File: src/rtl/fetch_unit_pkg.sv
// Shared constants and the queued-entry type for the instruction fetch stage.
package fetch_unit_pkg;

   localparam int unsigned WORD_WIDTH  = 32;
   localparam int unsigned INST_BYTES  = 4;
   localparam int unsigned FETCH_DEPTH = 2;
   localparam logic [WORD_WIDTH-1:0] PC_ALIGN_MASK = 32'hFFFF_FFFC;

   typedef struct packed {
      logic [WORD_WIDTH-1:0] pc;
      logic [WORD_WIDTH-1:0] word;
   } fetch_entry_t;

   function automatic logic [WORD_WIDTH-1:0] align_pc(input logic [WORD_WIDTH-1:0] pc);
      return pc & PC_ALIGN_MASK;
   endfunction

endpackage

File: src/rtl/fetch_fifo.sv
// Synchronous FIFO holding {pc, word} fetch entries; flush beats push and pop.
module fetch_fifo
   import fetch_unit_pkg::*;
#(
   parameter int unsigned WIDTH = 2 * WORD_WIDTH,
   parameter int unsigned DEPTH = FETCH_DEPTH
) (
   input  logic                     clk,
   input  logic                     rst,
   input  logic                     push_i,
   input  logic                     pop_i,
   input  logic                     flush_i,
   input  logic [WIDTH-1:0]         data_i,
   output logic [WIDTH-1:0]         data_o,
   output logic                     full_o,
   output logic                     empty_o,
   output logic [$clog2(DEPTH):0]   count_o
);

   localparam int unsigned AW = $clog2(DEPTH);
   localparam int unsigned CW = AW + 1;

   logic [WIDTH-1:0] mem_q [DEPTH];
   logic [AW-1:0]    wr_q, wr_d;
   logic [AW-1:0]    rd_q, rd_d;
   logic [CW-1:0]    count_q, count_d;
   logic             do_push, do_pop;

   assign full_o  = (count_q == CW'(DEPTH));
   assign empty_o = (count_q == '0);
   assign count_o = count_q;
   assign do_push = push_i & ~full_o;
   assign do_pop  = pop_i & ~empty_o;

   // Empty queue presents zero rather than stale storage.
   assign data_o  = empty_o ? '0 : mem_q[rd_q];

   always_comb begin
      wr_d    = wr_q;
      rd_d    = rd_q;
      count_d = count_q;
      if (flush_i) begin
         wr_d    = '0;
         rd_d    = '0;
         count_d = '0;
      end else begin
         if (do_push) wr_d = wr_q + AW'(1);
         if (do_pop)  rd_d = rd_q + AW'(1);
         count_d = count_q + CW'(do_push) - CW'(do_pop);
      end
   end

   always_ff @(posedge clk or posedge rst) begin
      if (rst) begin
         wr_q    <= '0;
         rd_q    <= '0;
         count_q <= '0;
      end else begin
         wr_q    <= wr_d;
         rd_q    <= rd_d;
         count_q <= count_d;
      end
   end

   always_ff @(posedge clk) begin
      if (do_push && !flush_i) mem_q[wr_q] <= data_i;
   end

endmodule

File: src/rtl/fetch_unit.sv
// Instruction fetch: PC, one in-flight memory read, credit-based issue and an entry queue.
module fetch_unit
   import fetch_unit_pkg::*;
#(
   parameter logic [WORD_WIDTH-1:0] RESET_PC = '0,
   parameter int unsigned           DEPTH    = FETCH_DEPTH
) (
   input  logic                  clk,
   input  logic                  rst,
   output logic [WORD_WIDTH-1:0] ir_addr,
   input  logic [WORD_WIDTH-1:0] ir_data,
   input  logic                  redirect_valid,
   input  logic [WORD_WIDTH-1:0] redirect_pc,
   input  logic                  dec_ready,
   output logic                  inst_valid,
   output logic [WORD_WIDTH-1:0] inst_data,
   output logic [WORD_WIDTH-1:0] inst_pc
);

   localparam int unsigned CRW = $clog2(DEPTH) + 2;

   logic [WORD_WIDTH-1:0] fetch_pc_q, fetch_pc_d;
   logic [WORD_WIDTH-1:0] inflight_pc_q, inflight_pc_d;
   logic                  inflight_q, inflight_d;

   logic                  fifo_full, fifo_empty;
   logic [$clog2(DEPTH):0] fifo_count;
   fetch_entry_t          push_entry, head_entry;
   logic                  pop, push, issue;
   logic [CRW-1:0]        credit;

   assign pop    = ~fifo_empty & dec_ready;
   // Occupancy after this cycle: queued + outstanding read - accepted head.
   assign credit = CRW'(fifo_count) + CRW'(inflight_q) - CRW'(pop);
   assign issue  = ~redirect_valid & (credit < CRW'(DEPTH));
   assign push   = inflight_q & ~redirect_valid & ~fifo_full;

   assign push_entry.pc   = inflight_pc_q;
   assign push_entry.word = ir_data;

   always_comb begin
      fetch_pc_d    = fetch_pc_q;
      inflight_pc_d = inflight_pc_q;
      inflight_d    = issue;
      if (redirect_valid) begin
         fetch_pc_d = align_pc(redirect_pc);
      end else if (issue) begin
         inflight_pc_d = fetch_pc_q;
         fetch_pc_d    = fetch_pc_q + WORD_WIDTH'(INST_BYTES);
      end
   end

   always_ff @(posedge clk or posedge rst) begin
      if (rst) begin
         fetch_pc_q    <= RESET_PC;
         inflight_pc_q <= '0;
         inflight_q    <= 1'b0;
      end else begin
         fetch_pc_q    <= fetch_pc_d;
         inflight_pc_q <= inflight_pc_d;
         inflight_q    <= inflight_d;
      end
   end

   fetch_fifo #(
      .WIDTH ($bits(fetch_entry_t)),
      .DEPTH (DEPTH)
   ) u_fifo (
      .clk     (clk),
      .rst     (rst),
      .push_i  (push),
      .pop_i   (pop),
      .flush_i (redirect_valid),
      .data_i  (push_entry),
      .data_o  (head_entry),
      .full_o  (fifo_full),
      .empty_o (fifo_empty),
      .count_o (fifo_count)
   );

   assign ir_addr    = fetch_pc_q;
   assign inst_valid = ~fifo_empty;
   assign inst_data  = head_entry.word;
   assign inst_pc    = head_entry.pc;

endmodule

File: config.mk
export PLATFORM = sky130hd
export DESIGN_NAME = fetch_unit
export DESIGN_NICKNAME = d
export VERILOG_FILES = /design/src/rtl/fetch_unit_pkg.sv /design/src/rtl/fetch_fifo.sv /design/src/rtl/fetch_unit.sv
export SDC_FILE = /design/constraint.sdc
export NUM_CORES = 1
export LEC_CHECK = 0
export ABC_AREA = 1
export CORE_MARGIN = 3
export CORE_UTILIZATION = 40
export CTS_CLUSTER_SIZE = 16
export DETAILED_ROUTE_END_ITERATION = 8
export PLACE_DENSITY = 0.67
export REMOVE_ABC_BUFFERS = 1
export SLEW_MARGIN = 20
export SYNTH_ARGS = -nofsm -noshare
export SYNTH_HDL_FRONTEND = slang
export SYNTH_SLANG_ARGS = --single-unit
File: constraint.sdc
create_clock -name clk -period 3.92 [get_ports clk]
set_clock_uncertainty 0.15 [all_clocks]
set_input_delay 0.392 -clock clk [delete_from_list [all_inputs] [get_ports clk]]
set_output_delay 0.392 -clock clk [all_outputs]
set_load 0.02 [all_outputs]
Word level (Yosys, flattened, before mapping)
Memories as Yosys holds them, arrays and structs flattened.
Index checks and enable logic that the tools add are counted.

word-level totals
  memory bits (writable) = 128
  memories kept = 1
  bits of input ports = 68
  output and inout bits = 97
  word-level logic and storage cells = 42
  flip-flop bits (word level) = 69

memories
  memory        words  width  rd ports  clocked after Yosys merged registers in  write ports  RTL line          text
  u_fifo.mem_q  2      64     1         0                                        1            fetch_fifo.sv:23  logic [WIDTH-1:0] mem_q [DEPTH];

cells by class
  reduce and logical (&&, ||, !) cells = 7
  order comparisons = 1
  bitwise operators = 9
  add/subtract/negate cells = 7
  eq/ne operators = 1
  mux-type cells = 10

operator list
  kind                                                                          count
  32-bit 2-to-1 mux                                                             2
  64-bit 2-to-1 mux                                                             1
  32-bit by 3-bit adder with 32-bit output, second input constant               1
  1-bit AND                                                                     6
  1-bit 2-to-1 mux                                                              6
  2-bit nonzero test                                                            3
  2-bit by 1-bit adder with 3-bit output                                        1
  3-bit by 2-bit less-than comparator with 1-bit output, second input constant  1
  1-bit NOT                                                                     3
  3-bit by 1-bit subtractor with 3-bit output                                   1
  1-bit adder, second input constant                                            2
  2-bit by 1-bit adder with 2-bit output                                        1
  2-bit equality test, second input constant                                    1
  2-bit logical NOT                                                             1
  2-bit 2-to-1 mux                                                              1
  2-bit AND reduction                                                           1
  2-bit by 1-bit subtractor with 2-bit output                                   1
  1-bit logical AND                                                             1
  1-bit logical NOT                                                             1

Longest topological paths before layout
  depth in word-level cells = 8
  gate-level depth with buffers = 15

Modules after synthesis
A second synthesis with hierarchy kept.

unflattened totals
  cell total of the unflattened synthesis = 877
  area total of the unflattened synthesis = 8552.0 um^2

modules (own cells, without submodules)
  module      cells each  times used  area an instance (um^2)
  fetch_fifo  378         1           5026.1
  fetch_unit  499         1           3525.9

Worst setup path before layout
OpenSTA, ideal clock, no wires.

  path type = input to register
  start point = input redirect_valid
  end point = memory u_fifo.mem_q[0][0] (netlist name) (enable)
  setup slack = -209 ps
  stages = 5
  buffers on the path = 2
  required time = 3288 ps
  data arrival time = 3497 ps
  cells stage by stage = inv_2 -> buf_2 -> buf_2 -> nand2_1 -> nor2_1

between the ends
  longest elaborated chain between the ends = 7
  elaborated cells between the ends (all ways) = 8
  those cells by class = mux (2); bitwise (4); reduce/logical (2)

ends and longest elaborated chain
  what                                        RTL line          text
  start: declaration                          fetch_unit.sv:12  input logic redirect_valid,
  1-bit NOT (no line)                         n/a
  1-bit AND (2 in a row)                      fetch_unit.sv:36  assign push = inflight_q & ~redirect_valid & ~fifo_full;
  1-bit AND                                   fetch_fifo.sv:32  assign do_push = push_i & ~full_o;
  1-bit logical AND (*)                       fetch_fifo.sv:66  if (do_push && !flush_i) mem_q[wr_q] <= data_i;
  1-bit 2-to-1 mux (*)                        fetch_fifo.sv:66
  1-bit 2-to-1 mux (implied by the code) (*)  fetch_fifo.sv:66
  end: declaration                            fetch_fifo.sv:23

Every way passes the cells marked *; elsewhere a longest branch is shown, timed or not.

Worst setup path in the final report
  start point = register u_fifo.rd_q
  end point = output inst_pc[31]

between the ends
  longest elaborated chain between the ends = 2

ends and longest elaborated chain
  what                      RTL line          text
  start: declaration        fetch_fifo.sv:25  logic [AW-1:0] rd_q, rd_d;
  start signal: assignment  fetch_fifo.sv:60  rd_q <= rd_d;
  memory read 2 x 64 bit    n/a
  64-bit 2-to-1 mux         fetch_fifo.sv:36  assign data_o = empty_o ? '0 : mem_q[rd_q];
  end: declaration          fetch_unit.sv:17  output logic [WORD_WIDTH-1:0] inst_pc

No other way between the ends.

==> key figures <==
Synth
  • Count leader, synth: nand2_1
  • Asr flop ratio synth: 34.4%
  • Post-synth top flop: edfxtp_1
  • Seq cells post-synth: around 190
  • Synth top area cells: edfxtp_1 (45%), dfrtp_1 (19%), nand2_1 (14%), a21oi_1 (3.8%), nor2_1 (2.9%)
  • YS warnings: 0
  • Synth top cells by count: nand2_1 (319), edfxtp_1 (124), dfrtp_1 (65)
  • Cell taking the most area after synthesis: edfxtp_1
  • EDFF count, synth: 124
  • Synth top area share: approximately 45%
  • Avg Inst Size Synth: 9.75 µm²
  • Mapped Cells: roughly 860
  • Unique masters post-synth: 34
  • Seq/Total Area, Yosys: between 60% and 70%
  • Mapped Area: roughly 0.0084 mm²

Global route
  • Gr usage total: a little under a fifth
  • First-pass GRT wire length: roughly 32 mm
  • Initial antenna violation count: 0
  • Vias in the first global route: roughly 6000
  • Largest net degree at the start of global routing: between 60 and 70
  • Total grt overflow: 0

Power and ir drop
  • Switching share of power: between 40% and 50%
  • P_int: slightly above 0.005 W
  • Psw: about 0.0035 W
  • P_leak: 4.30 nW
  • Comb power frac: 43.5%
  • Max VDD drop: between 0.5 and 0.6 mV
  • Sequential power share: between 30% and 40%
  • Power Density: ~800 mW/mm²
  • Clock power frac: around a fifth

Critical path
  • Reg2Reg Setup Slack: 0.94 ns
  • Arr. time, crit path: about 2.6 ns
  • Critical R2R Launch: u_fifo.count_o[1]
  • Critical Path End Type: primary output
  • Setup CP Type: reg2out
  • Worst setup SP type: flop
  • Critical path data required time: between 3 and 4 ns
  • Capturing point of the worst reg2reg path: ir_addr[12]
  • Max FO, Critical Path: 28
  • Cells on worst reg2reg path: 14

Flow run
  • Max Cap Violations: 0

Place
  • GPL Wtd Cong: slightly below 0.9
  • HPWL after DPL: ~14 mm
  • Port-buffer cells: about 160

Floorplan
  • Std-Cell Rows: 52
  • Die footprint: about 0.023 mm²
  • Initial core utilization: 41.1%
  • Die Wd: 151 µm
  • # IOs: about 170
  • Core area: about 0.02 mm²
  • Die height: between 150 and 200 µm

STA
  • Final period util: between 80% and 90%
  • Final hold viol count: 0
  • Fmax achieved: about 320 MHz
  • Final setup vio count: 0
  • Relative slew slack: a little under half
  • Hold WS: 0.260 ns
  • Pins Over Slew Limit: 0
  • Period minus WS final: between 3 and 4 ns
  • Worst-margin pin slew: 0.786 ns
  • TNS Setup: 0 ns
  • RSZ-0062 raised after global routing: no

Layout
  • Nets: 1083
  • Layout cells sized above 1: under 10%
  • Diode count: 0
  • Synthesis-to-finish area growth: 29.1%
  • Fin util: around 53%

Detailed routing
  • Vias per inst: 4.85
  • First-pass DRT Iterations: 6
  • Via Count: about 6300
  • Post-route DRC: 0
  • Final WL: 20.4 mm
  • ANT nets after route: 0
  • Routed WL per cell: ~16 µm
  • Initial DRC count: approximately 440

CTS
  • Post-CTS Setup Repair Bufs: 0
  • Clock Pin Slew Worst Setup and Hold Paths: approximately 0.070 ns
  • Post-cts hold buffer count: 0
  • Worst-skew pair later-pin latency: roughly 0.43 ns
  • CTS resizes: 0
  • TritonCTS clock tree: done
  • Clock root buffer: clkbuf_16
  • Htree depth: 4
  • CTS Buf Count: 17
  • CTS max path bufs: 2
  • Sink Count: 189

Min path
  • Hold crit path type: in2async

Run status
  • Outcome: finished, final reports clean
-- flip-flops by register name (all words and copies together), names as in the netlist --
| signal | cells |
|---|---|
| u_fifo.mem_q | 124 |
| ir_addr | 30 |
| inflight_pc_q | 30 |
| u_fifo.wr_q | 1 |
| u_fifo.count_o | 2 |
| u_fifo.rd_q | 1 |
| inflight_q | 1 |
-- how the worst max path moves through the flow --
stage | from | end | slack [ns] | depth (start not counted)
after global routing | u_fifo.rd_q | inst_pc[2] | 0.60 | 5
final | u_fifo.rd_q | inst_pc[31] | 0.77 | 5
after CTS | u_fifo.rd_q | inst_pc[31] | 0.72 | 5
after floorplan | u_fifo.count_o[1] | inflight_pc_q[2] | -1.60 | 13
after detailed placement | dec_ready | inflight_pc_q[2] | 0.55 | 14
after global placement | dec_ready | inflight_pc_q[2] | 0.56 | 14
-- metal layers --
metal  track usage (%)  vias up  routed length, µm
li1                  -     3124                  -
met1              24.2     2954               8890
met2              30.8      174              10100
met3              3.94       15               1200
met4              5.21        0                221
met5                 0        -                  0
-- layout make-up --
type / count / area (µm²)
clock inverters: 12 / 92.6
fillers: 1823 / 9560
repair buffers: 171 / 1690
clock buffers: 20 / 500
well taps: 270 / 338
multi-input cells: 576 / 2620
flip-flops and latches: 189 / 5350
inverters: 55 / 206
-- cell families after synthesis --
group / after synthesis / synth area share (%)
simple gates: 449 / 22.3
flops: 189 / 64.0
compound gates: 112 / 7.13
buf+inv: 96 / 5.12
xor+xnor: 6 / 0.628
fa+ha+maj: 5 / 0.838
other cells: 1 / 0.0448
-- through the flow --
step | setup slack, ns | area [µm²] | power, W | instances
after CTS | 0.724 | 10800 | 0.00871 | 1293
after global placement | 0.559 | 10200 | 0.00692 | 1261
after floorplan | -1.60 | 8160 | 0.00528 | 820
after global routing | 0.596 | 10800 | 0.00921 | 1293
after detailed placement | 0.553 | 10200 | 0.00700 | 1261
final | 0.773 | 10800 | 0.00862 | 1293
-- layout by cell type (no fill, tap or decap), types with 7 or more instances in the layout --
cell type	instances
o21ai_1	8
clkdlybuf4s50_1	158
nand3b_1	13
o21ai_0	27
inv_1	49
buf_4	12
nand3_1	40
nand2_1	319
inv_6	7
clkbuf_16	20
edfxtp_1	124
nor2_4	7
dfrtp_1	64
a21oi_1	64
nor2_1	61
-- worst max-delay path: stages (launching register included) --
cell             delay [ns]
dfrtp_2                0.41
inv_2                  0.40
buf_4                  0.39
nand2_1                0.09
a21oi_1                0.21
clkdlybuf4s50_1        0.65
-- power groups by stage --
stage	registers, W	logic (W)	clock network (W)
finish	0.00317	0.00375	0.00170
global route	0.00324	0.00414	0.00183
CTS	0.00317	0.00380	0.00174
detailed placement	0.00321	0.00379	0
global placement	0.00318	0.00374	0
floorplan	0.00332	0.00196	0
(Power assumes the default switching activity.)
